**src/rtl/aoc_pkg.sv**
```systemverilog
// Shared types and helpers for the puzzle-solver answer formatting path.
package aoc_pkg;

  localparam logic [7:0] ASCII_ZERO = 8'h30;

  // ceil(width * log10(2)) in integer arithmetic; 0.30103 is exact enough for any practical width
  function automatic int unsigned dec_digits(input int unsigned width);
    return (width * 30103 + 99999) / 100000;
  endfunction

  typedef enum logic [1:0] {
    IDLE,
    CONVERT,
    EMIT,
    DONE
  } fmt_state_t;

endpackage

```
**src/rtl/dabble_adjust.sv**
```systemverilog
// Double-dabble correction column: every BCD digit >= 5 gets +3 before the shift.
module dabble_adjust #(
  parameter int unsigned DIGITS = 20
) (
  input  logic [4*DIGITS-1:0] i_bcd,
  output logic [4*DIGITS-1:0] o_bcd
);

  always_comb begin
    o_bcd = '0;
    for (int unsigned d = 0; d < DIGITS; d++) begin
      if (i_bcd[4*d +: 4] >= 4'd5) begin
        o_bcd[4*d +: 4] = i_bcd[4*d +: 4] + 4'd3;
      end else begin
        o_bcd[4*d +: 4] = i_bcd[4*d +: 4];
      end
    end
  end

endmodule

```
**src/rtl/bin_to_ascii_dec.sv**
```systemverilog
// Serial binary-to-decimal formatter: double-dabble conversion, then streams
// ASCII digits MSD first with leading zeros suppressed.
module bin_to_ascii_dec
  import aoc_pkg::*;
#(
  parameter int unsigned WIDTH  = 64,
  parameter int unsigned DIGITS = dec_digits(WIDTH)
) (
  input  logic             clk,
  input  logic             rst,
  input  logic [WIDTH-1:0] value,
  input  logic             start,
  output logic [7:0]       charOut,
  output logic             charOutValid,
  output logic             done,
  output logic             busy
);

  localparam int unsigned CNT_W = (WIDTH  > 1) ? $clog2(WIDTH)  : 1;
  localparam int unsigned IDX_W = (DIGITS > 1) ? $clog2(DIGITS) : 1;
  localparam int unsigned BCD_W = 4 * DIGITS;

  fmt_state_t        r_state,  w_state_nxt;
  logic [WIDTH-1:0]  r_shift,  w_shift_nxt;
  logic [BCD_W-1:0]  r_bcd,    w_bcd_nxt;
  logic [CNT_W-1:0]  r_bitCnt, w_bitCnt_nxt;
  logic [IDX_W-1:0]  r_digIdx, w_digIdx_nxt;
  logic              r_seen,   w_seen_nxt;
  logic [7:0]        r_char,   w_char_nxt;
  logic              r_valid,  w_valid_nxt;
  logic              r_done,   w_done_nxt;
  logic              r_busy,   w_busy_nxt;

  logic [BCD_W-1:0]  w_bcd_adj;
  logic [3:0]        w_digit;

  dabble_adjust #(.DIGITS(DIGITS)) u_adjust (
    .i_bcd (r_bcd),
    .o_bcd (w_bcd_adj)
  );

  assign w_digit = r_bcd[4*r_digIdx +: 4];

  always_comb begin
    w_state_nxt  = r_state;
    w_shift_nxt  = r_shift;
    w_bcd_nxt    = r_bcd;
    w_bitCnt_nxt = r_bitCnt;
    w_digIdx_nxt = r_digIdx;
    w_seen_nxt   = r_seen;
    w_char_nxt   = r_char;
    w_valid_nxt  = r_valid;
    w_done_nxt   = r_done;
    w_busy_nxt   = r_busy;

    unique case (r_state)
      IDLE, DONE: begin
        w_char_nxt  = '0;
        w_valid_nxt = 1'b0;
        w_done_nxt  = (r_state == DONE);
        w_busy_nxt  = 1'b0;
        if (start) begin
          w_shift_nxt  = value;
          w_bcd_nxt    = '0;
          w_bitCnt_nxt = CNT_W'(WIDTH - 1);
          w_done_nxt   = 1'b0;
          w_busy_nxt   = 1'b1;
          w_state_nxt  = CONVERT;
        end
      end

      CONVERT: begin
        w_bcd_nxt    = {w_bcd_adj[BCD_W-2:0], r_shift[WIDTH-1]};
        w_shift_nxt  = r_shift << 1;
        w_bitCnt_nxt = r_bitCnt - 1'b1;
        if (r_bitCnt == '0) begin
          w_digIdx_nxt = IDX_W'(DIGITS - 1);
          w_seen_nxt   = 1'b0;
          w_state_nxt  = EMIT;
        end
      end

      EMIT: begin
        // digit 0 is always shown so a zero value still prints "0"
        if (w_digit != 4'd0 || r_seen || r_digIdx == '0) begin
          w_char_nxt  = ASCII_ZERO + {4'h0, w_digit};
          w_valid_nxt = 1'b1;
          w_seen_nxt  = 1'b1;
        end else begin
          w_char_nxt  = '0;
          w_valid_nxt = 1'b0;
        end
        w_digIdx_nxt = r_digIdx - 1'b1;
        if (r_digIdx == '0) begin
          w_state_nxt = DONE;
        end
      end

      default: w_state_nxt = IDLE;
    endcase
  end

  always_ff @(posedge clk or posedge rst) begin
    if (rst) begin
      r_state  <= IDLE;
      r_shift  <= '0;
      r_bcd    <= '0;
      r_bitCnt <= '0;
      r_digIdx <= '0;
      r_seen   <= 1'b0;
      r_char   <= '0;
      r_valid  <= 1'b0;
      r_done   <= 1'b0;
      r_busy   <= 1'b0;
    end else begin
      r_state  <= w_state_nxt;
      r_shift  <= w_shift_nxt;
      r_bcd    <= w_bcd_nxt;
      r_bitCnt <= w_bitCnt_nxt;
      r_digIdx <= w_digIdx_nxt;
      r_seen   <= w_seen_nxt;
      r_char   <= w_char_nxt;
      r_valid  <= w_valid_nxt;
      r_done   <= w_done_nxt;
      r_busy   <= w_busy_nxt;
    end
  end

  assign charOut      = r_char;
  assign charOutValid = r_valid;
  assign done         = r_done;
  assign busy         = r_busy;

endmodule

```
**config.mk**
```make
export PLATFORM = sky130hd
export DESIGN_NAME = bin_to_ascii_dec
export DESIGN_NICKNAME = d
export VERILOG_FILES = /design/src/rtl/aoc_pkg.sv /design/src/rtl/dabble_adjust.sv /design/src/rtl/bin_to_ascii_dec.sv
export SDC_FILE = /design/constraint.sdc
export NUM_CORES = 1
export LEC_CHECK = 0
export ABC_AREA = 1
export BUFFER_PORTS_ARGS = -buffer_cell sky130_fd_sc_hd__buf_2
export CAP_MARGIN = 25
export CELL_PAD_IN_SITES_DETAIL_PLACEMENT = 0
export CELL_PAD_IN_SITES_GLOBAL_PLACEMENT = 1
export CORE_MARGIN = 5
export CORE_UTILIZATION = 42
export CTS_BUF_LIST = sky130_fd_sc_hd__clkbuf_16
export DETAILED_ROUTE_END_ITERATION = 8
export PLACE_DENSITY = 0.77
export SLEW_MARGIN = 20
export SYNTH_ARGS = -nofsm -noshare
export SYNTH_HDL_FRONTEND = slang
export SYNTH_SLANG_ARGS = --single-unit
export TNS_END_PERCENT = 1
```
**constraint.sdc**
```tcl
create_clock -name clk -period 11.8 [get_ports clk]
set_input_delay 2.36 -clock clk [delete_from_list [all_inputs] [get_ports clk]]
set_output_delay 2.36 -clock clk [all_outputs]
set_load 0.03 [all_outputs]
```
==> impl_metrics.ini, run 1 <==
[cells_and_area]
syn2layout_area_growth_pct = 11.6
fin_cells = 1544
final_nets = 1366
fillers = 2225
drive_gt1_frac = 0.116
antenna_cells = 0
finish.utilization = 0.478

[sta]
final_hold_viol_count = 0
finalWorstSetupSlack_ps = 7170
relSlewSlack = 0.443
max_freq_mhz = 216
finalWorstPathRequiredPeriod_ps = 4630
setup-tns-final_ps = 0
worst_slew_pin_slew_ps = 835
setup_viol = 0
rsz0062_at_grt = no
slew_viol_final = 0
clock_skew_ps = 12.4
period_share = 0.392

[worst_setup_path]
path_class = input port to flop
slowest_stage = buf_4
start_kind = input port
critPathCaptureType = flop
r2r_slack_ps = 8250
cp.required_ps = 12080
slowest_delay_ps = 780
path_cells = buf_2, nor2_1, nor2_4, buf_4, nor2_4, inv_6, buf_4, a31oi_1
arrival_ps = 4910
path_max_fanout = 115

[die]
core_um2 = 21900
design.die.area_um2 = 25400
start_util = 0.429
die_h_um = 159
chipWidth_um = 159
io_pins = 78
rows = 54

[clock_tree]
clk_pin_slew_ps = 80
cts_post_setup_buffers_inserted = 0
clkLatencyLatePin_ps = 440
numCtsBuffers = 17
clock_sinks = 165
max-clock-path-buffers = 2
cts_tree = done
htree_levels = 4
clockRootBuffer = clkbuf_16
cts-hold-fix-buffers = 0
cts-resized-gates = 0

[routing]
wirelength_mm = 21.4
route.vias.total = 8002
ant_nets = 0
viasPerCell = 5.18
wire_per_inst_um = 13.9
drtIter0Drc = 480
drc = 0
firstDrtPassIters = 5

[global_route]
gr-total-overflow = 0
grt_max_degree = 116
antenna_found_initial = 0
grt_usage = 0.173
grt_pass1_vias = 7986
grt_pass1_wl_mm = 37.7

[power_and_ir_drop]
peakVddDrop_mv = 0.181
leakage_nw = 4.87
swShare = 0.467
p_int_w = 0.00147
p_switching_w = 0.00129
p_seq_frac = 0.330
pwr-share-comb = 0.465
total_power_w = 0.00276
clkPwrFrac = 0.205
power_density_nw_per_um2 = 264

[synth]
ys_top_cells_by_count = 310 x nand2_1, 165 x dfrtp_1, 112 x nor2_1
synth_area_leaders = dfrtp_1 44%, nand2_1 12%, ha_1 6.4%
yosys.area_share.xor_xnor = 0.0159
yosys.area_share.simple = 0.240
ys_warn_count = 0
synth_top_family_by_area = simple AND/OR/NAND/NOR gates
synth_fa_ha_area_frac = 0.0640
ys_seq_area_frac = 0.440
netlist_area_um2 = 9380
synth_top_area_share = 0.440
postSynthCellCount = 1210
ys_ff_latch = 165
yosysTopAreaCell = dfrtp_1
synth.distinct_cells = 35
synth_edf_count = 0
yosysMostFrequentCell = nand2_1
synth_mux_area_frac = 0
synth-main-ff-cell = dfrtp_1
synth_compound_area_frac = 0.159
async_reset_ff_frac = 1.00
syn_avg_cell_area_um2 = 7.75

[flow_run]
maxCapViolCount = 0

[place]
pre_cts_slack_ps = 6660
io_buffers = 75
dp.cells = 1512
gp_congestion = 0.804
place_hpwl_mm = 13.7

[status]
status = finished clean

[worst_hold_path]
min_path_type = flop to flop
## power by group through the flow
stage | combinational (W) | sequential [W] | clock (W)
3_5_place_dp | 0.00131 | 0.000919 | 0
2_1_floorplan | 0.00104 | 0.000907 | 0
5_1_grt | 0.00149 | 0.000942 | 0.000607
4_1_cts | 0.00131 | 0.000913 | 0.000581
6_report | 0.00129 | 0.000912 | 0.000566
3_3_place_gp | 0.00129 | 0.000919 | 0
## layout make-up
cell class,count,area [µm²],area share
Multi-Input combinational cell,870,4510,0.431
Clock buffer,17,425,0.0406
Timing Repair Buffer,82,432,0.0412
Inverter,115,442,0.0422
Clock inverter,15,184,0.0176
Sequential cell,165,4130,0.394
Tap cell,280,350,0.0334
## logic make-up (layout without fill, tap and decap cells)
family,Yosys count,in the layout
compound gates,260,260
xor+xnor,17,17
fa+ha+maj,48,48
buf+inv,176,229
flops,165,165
other cells,1,2
simple gates,543,543
## worst max-delay path: cells and delay by family
kind / cells / cell delay (ps)
buf+inv: 4 / 2000
simple gates: 3 / 270
compound gates: 1 / 170
## metrics by stage
| stage | hold slack, ps | cell area (µm²) |
|---|---|---|
| floorplan | 441 | 9390 |
| CTS | 477 | 10500 |
| detailed placement | 465 | 9860 |
| global route | 510 | 10500 |
| global placement | 455 | 9860 |
| finish | 475 | 10500 |
## path summary, 6_finish.rpt
check	from	endpoint	cells after the start
max	start	r_shift[43]$_DFFE_PP0P_	8
min in group asynchronous	rst	r_shift[5]$_DFFE_PP0P_	2
max reg2reg	r_state[0]$_DFFE_PP0P_	r_shift[43]$_DFFE_PP0P_	10
min	r_shift[0]$_DFFE_PP0P_	r_shift[0]$_DFFE_PP0P_	2
min reg2reg	r_shift[0]$_DFFE_PP0P_	r_shift[0]$_DFFE_PP0P_	2
max in group asynchronous	rst	r_bcd[33]$_DFFE_PP0P_	3
## cell usage in the layout, fill, tap and decap left out, types with 5 or more instances in the layout
cell,instances
nand2_1,310
dfrtp_1,165
nor2_1,112
inv_1,109
o21ai_0,109
nand3_1,81
buf_2,75
a31oi_1,64
ha_1,47
a21oi_1,30
o22ai_1,26
or2_2,20
xor2_1,17
clkbuf_16,17
nand4_1,11
o32ai_1,9
o21ai_1,7
clkinv_8,6
buf_4,6
o211ai_1,5
inv_8,5
## flip-flops by register name, summed over array words and instances (netlist names)
name          count
r_shift          64
charOut           4
busy              1
r_digIdx          5
r_state           2
r_bitCnt          6
r_seen            1
charOutValid      1
r_bcd            80
done              1
## per-layer routing
layer	global-route usage	vias up	routed length, µm
met2	0.277	144	9630
li1	-	4092	-
met4	0.0508	0	272
met1	0.239	3744	10500
met3	0.0355	22	999
met5	0	-	0
Note: power is estimated with default switching activity, not from simulation.
==> run 2: changes to the inputs <==
Settings changed: CORE_UTILIZATION 42 to 41, PLACE_DENSITY 0.77 to 0.78.
Clock period 11.8 ns to 4.2 ns, I/O delays scaled along.
==> run 2 against run 1 <==
  * Clock-buffer cell count is the same
  * Sequential power grew to 2.8 times the previous value
  * Worst setup slack worse by 5600 ps
  * Clock skew about the same
  * Die area increased by 2.3%
  * Highest routed layer unchanged
==> impl_metrics.ini, run 2 (synthesized netlist as in run 1, its figures left out) <==
[sta]
period_share = 0.633
final_hold_viol_count = 0
finalWorstPathRequiredPeriod_ps = 2660
holdWs_ps = 387
worst_slew_pin_slew_ps = 835
max_freq_mhz = 376
clock_skew_ps = 12.5
relSlewSlack = 0.442
setup-tns-final_ps = 0
setup_viol = 0
slew_viol_final = 0
rsz0062_at_grt = no

[clock_tree]
htree_levels = 4
max-clock-path-buffers = 2
clkLatencyLatePin_ps = 420
clk_pin_slew_ps = 70
numCtsBuffers = 17
clock_sinks = 165
cts-hold-fix-buffers = 0
clockRootBuffer = clkbuf_16
cts-resized-gates = 0
cts_tree = done
cts_post_setup_buffers_inserted = 0

[cells_and_area]
antenna_cells = 0
regMostFlops = r_bcd
drive_gt1_frac = 0.118
final_cell_mix = 310 x nand2_1, 165 x dfrtp_1, 112 x nor2_1
finish.utilization = 0.465
reg.largest.list = r_bcd x80, r_shift x64, r_bitCnt x6
layout_commonest_cell = nand2_1
final_nets = 1370
largest_register_ffs = 80
syn2layout_area_growth_pct = 11.8

[routing]
drc = 0
wire_per_inst_um = 14.1
wirelength_mm = 21.8
route.vias.total = 8043
viasPerCell = 5.18
drtIter0Drc = 512
ant_nets = 0
firstDrtPassIters = 5

[global_route]
gr-total-overflow = 0
grt_usage = 0.176
grt_max_degree = 115
antenna_found_initial = 0
grt_pass1_wl_mm = 38.5
grt_pass1_vias = 7881

[worst_setup_path]
path_max_fanout = 56
path_buf_inv = 4
path_class = flop to flop
cp.required_ps = 4510
critical-path-top-delay-family = buffers and inverters
critPathCaptureType = flop
arrival_ps = 2970
start_kind = flop
path_common_cell = inv_1
slowest_delay_ps = 560
slowest_stage = buf_4
path_cells = inv_1, ha_1, inv_1, nor2_1, nor2_4, buf_4, inv_2, o32ai_1

[die]
rows = 55
core_um2 = 22600
chipWidth_um = 161
io_pins = 78
design.die.area_um2 = 26000
die_h_um = 161
start_util = 0.416

[flow_run]
maxCapViolCount = 0

[status]
status = finished clean

[place]
io_buffers = 75
place_hpwl_mm = 14.5
gp_congestion = 0.799

[worst_hold_path]
min_path_type = input port to asynchronous set/reset pin

[power_and_ir_drop]
leakage_nw = 4.87
power_density_nw_per_um2 = 740
peakVddDrop_mv = 0.478
-- run 2: worst register-to-register path, stage by stage, from the launching register on --
cell and delay [ps]:
dfrtp_1 420, inv_1 60, ha_1 320, inv_1 100, nor2_1 90, nor2_4 120
buf_4 560, inv_2 480, o32ai_1 400
-- run 2: final timing paths --
check                                   startpoint  slack, ps  depth (start not counted)                       to
min in group clk           r_bitCnt[5]$_DFFE_PP0P_        470                          1  r_bitCnt[5]$_DFFE_PP0P_
max in group asynchronous                      rst       3140                          3  r_shift[58]$_DFFE_PP0P_
hold / removal                                 rst        390                          2     r_bcd[6]$_DFFE_PP0P_
hold reg to reg            r_bitCnt[5]$_DFFE_PP0P_        470                          1  r_bitCnt[5]$_DFFE_PP0P_
setup / recovery            r_state[0]$_DFFE_PP0P_       1540                          8    r_bcd[64]$_DFFE_PP0P_
setup reg to reg            r_state[0]$_DFFE_PP0P_       1540                          8    r_bcd[64]$_DFFE_PP0P_
-- run 2: final cells by class --
cell class              instances  area, µm²
repair buffers                 86        503
flip-flops and latches        165       4130
clock inverters                14        128
well taps                     285        357
multi-input cells             870       4510
inverters                     115        440
fillers                      2306      12100
clock buffers                  17        425
-- run 2: per-layer routing --
layer | GRT usage | vias to the layer above | wire [µm]
met3 | 0.0270 | 21 | 755
met1 | 0.250 | 3790 | 10800
li1 | - | 4095 | -
met4 | 0.0500 | 0 | 303
met5 | 0 | - | 0
met2 | 0.281 | 137 | 9930
-- run 2: power breakdown --
group	switching, W	leakage, nW	internal [W]
clock	0.000677	0.269	0.000820
combinational	0.00252	2.53	0.00118
sequential	0.000358	2.07	0.00220
total	0.00356	4.87	0.00420
-- run 2: through the flow --
step,instances,cell area (µm²),power [W],setup WS (ps)
after global routing,1552,10500,0.00855,1280
after CTS,1552,10500,0.00787,1480
after global placement,1520,9910,0.00624,1490
after detailed placement,1521,9940,0.00634,1490
final,1552,10500,0.00776,1540
after floorplan,1211,9390,0.00548,1260
==> run 3: changes to the inputs <==
Settings changed: CORE_UTILIZATION 41 to 42, PLACE_DENSITY 0.78 to 0.77.
Clock period 4.2 ns to 2.6 ns, I/O delays scaled along.
==> run 3 against run 2 <==
  * Maximum frequency is 19% higher
  * Design area grew 1.0%
  * Total power rose by 65%
  * Clock-buffer cell count did not move
  * Combinational power grew 63%
  * Critical endpoint is now r_shift[5]$_DFFE_PP0P_
  * Highest routed layer is now met5
  * Routed wire length down 0.24%
  * Die area down 2.2%
  * Sequential share of layout area shrank 0.40 points
  * Critical path type unchanged
  * Largest power group unchanged
==> impl_metrics.ini, run 3 (synthesized netlist as in run 1, its figures left out) <==
[status]
status = finished clean

[die]
io_pins = 78
rows = 54
start_util = 0.429
die_h_um = 159
design.die.area_um2 = 25400
chipWidth_um = 159
core_um2 = 21900

[cells_and_area]
syn2layout_area_growth_pct = 13.0
final_cell_mix = 310 x nand2_1, 165 x dfrtp_1, 112 x nor2_1
regMostFlops = r_bcd
reg.largest.list = r_bcd x80, r_shift x64, r_bitCnt x6
largest_register_ffs = 80
finish.utilization = 0.484
final_nets = 1375
drive_gt1_frac = 0.122
layout_commonest_cell = nand2_1

[global_route]
antenna_found_initial = 1
grt_max_degree = 75
grt_pass1_vias = 7825
grt_usage = 0.176
gr-total-overflow = 0
grt_pass1_wl_mm = 38.1

[place]
io_buffers = 75
pre_cts_slack_ps = 384
gp_congestion = 0.821
place_hpwl_mm = 14.7

[worst_setup_path]
setup.worst_path.start = r_state[0]$_DFFE_PP0P_
critical-path-top-delay-family = buffers and inverters
path_max_fanout = 74
slowest_delay_ps = 440
arrival_ps = 2590
path_buf_inv = 4
start_kind = flop
critPathCaptureType = flop
reg2reg_from = r_state[0]$_DFFE_PP0P_
cp.required_ps = 2960
path_cells = inv_1, ha_1, inv_1, nor2_1, nor2_4, nor2_4, inv_6, buf_4, nor2_1, a31oi_1
path_class = flop to flop
slowest_stage = dfrtp_1

[sta]
period_share = 0.858
finalWorstSetupSlack_ps = 370
max_freq_mhz = 449
setup_viol = 0
relSlewSlack = 0.539
worst_slew_pin_slew_ps = 684
holdWs_ps = 91.6
finalWorstPathRequiredPeriod_ps = 2230
final_hold_viol_count = 0
rsz0062_at_grt = no
slew_viol_final = 0
clock_skew_ps = 9.92

[worst_hold_path]
min_path_type = input port to asynchronous set/reset pin

[routing]
route.vias.total = 8052
wirelength_mm = 21.8
viasPerCell = 5.18
firstDrtPassIters = 6
drtIter0Drc = 491
drc = 0
ant_nets = 0
wire_per_inst_um = 14.0

[clock_tree]
cts-hold-fix-buffers = 0
numCtsBuffers = 17
clkLatencyLatePin_ps = 440
htree_levels = 4
cts_tree = done
clock_sinks = 165
clockRootBuffer = clkbuf_16
clk_pin_slew_ps = 80
max-clock-path-buffers = 2
cts-resized-gates = 0
cts_post_setup_buffers_inserted = 0

[flow_run]
maxCapViolCount = 0

[power_and_ir_drop]
peakVddDrop_mv = 0.621
leakage_nw = 4.93
power_density_nw_per_um2 = 1200
## run 3: worst paths after layout
kind	endpoint	slack (ps)	cells past startpoint
worst max-delay path	r_shift[5]$_DFFE_PP0P_	370	10
max in group asynchronous	r_seen$_DFFE_PP0P_	1800	3
worst max register to register	r_shift[5]$_DFFE_PP0P_	370	10
worst min-delay path	r_shift[3]$_DFFE_PP0P_	90	2
worst min register to register	busy$_DFFE_PP0N_	480	2
min in group clk	r_shift[0]$_DFFE_PP0P_	320	3
## run 3: stage by stage
step                      instance area (µm²)  std cells  setup TNS, ps  power [W]
after global placement                   9990       1521              0     0.0102
after floorplan                          9390       1211          -3100    0.00885
after global routing                    10600       1553              0     0.0140
final                                   10600       1554              0     0.0128
after detailed placement                 9990       1521              0     0.0103
after CTS                               10600       1553              0     0.0129
## run 3: final cells by class
class | instances | area, µm²
Timing Repair Buffer | 91 | 558
Multi-Input combinational cell | 870 | 4510
Clock buffer | 17 | 425
Fill cell | 2249 | 11300
Tap cell | 280 | 350
Antenna cell | 1 | 2.50
Clock inverter | 15 | 184
Inverter | 115 | 440
Sequential cell | 165 | 4130
## run 3: routing by layer
layer  track usage  vias to the layer above  routed length [µm]
li1              -                     4109                   -
met1         0.250                     3783               10800
met2         0.273                      141                9750
met3        0.0419                       17                 979
met4        0.0403                        2                 213
met5             0                        -                   7
## run 3: report_power, final
part,switching [W],internal (W)
Combinational,0.00406,0.00198
Sequential,0.000597,0.00356
Clock,0.00127,0.00131
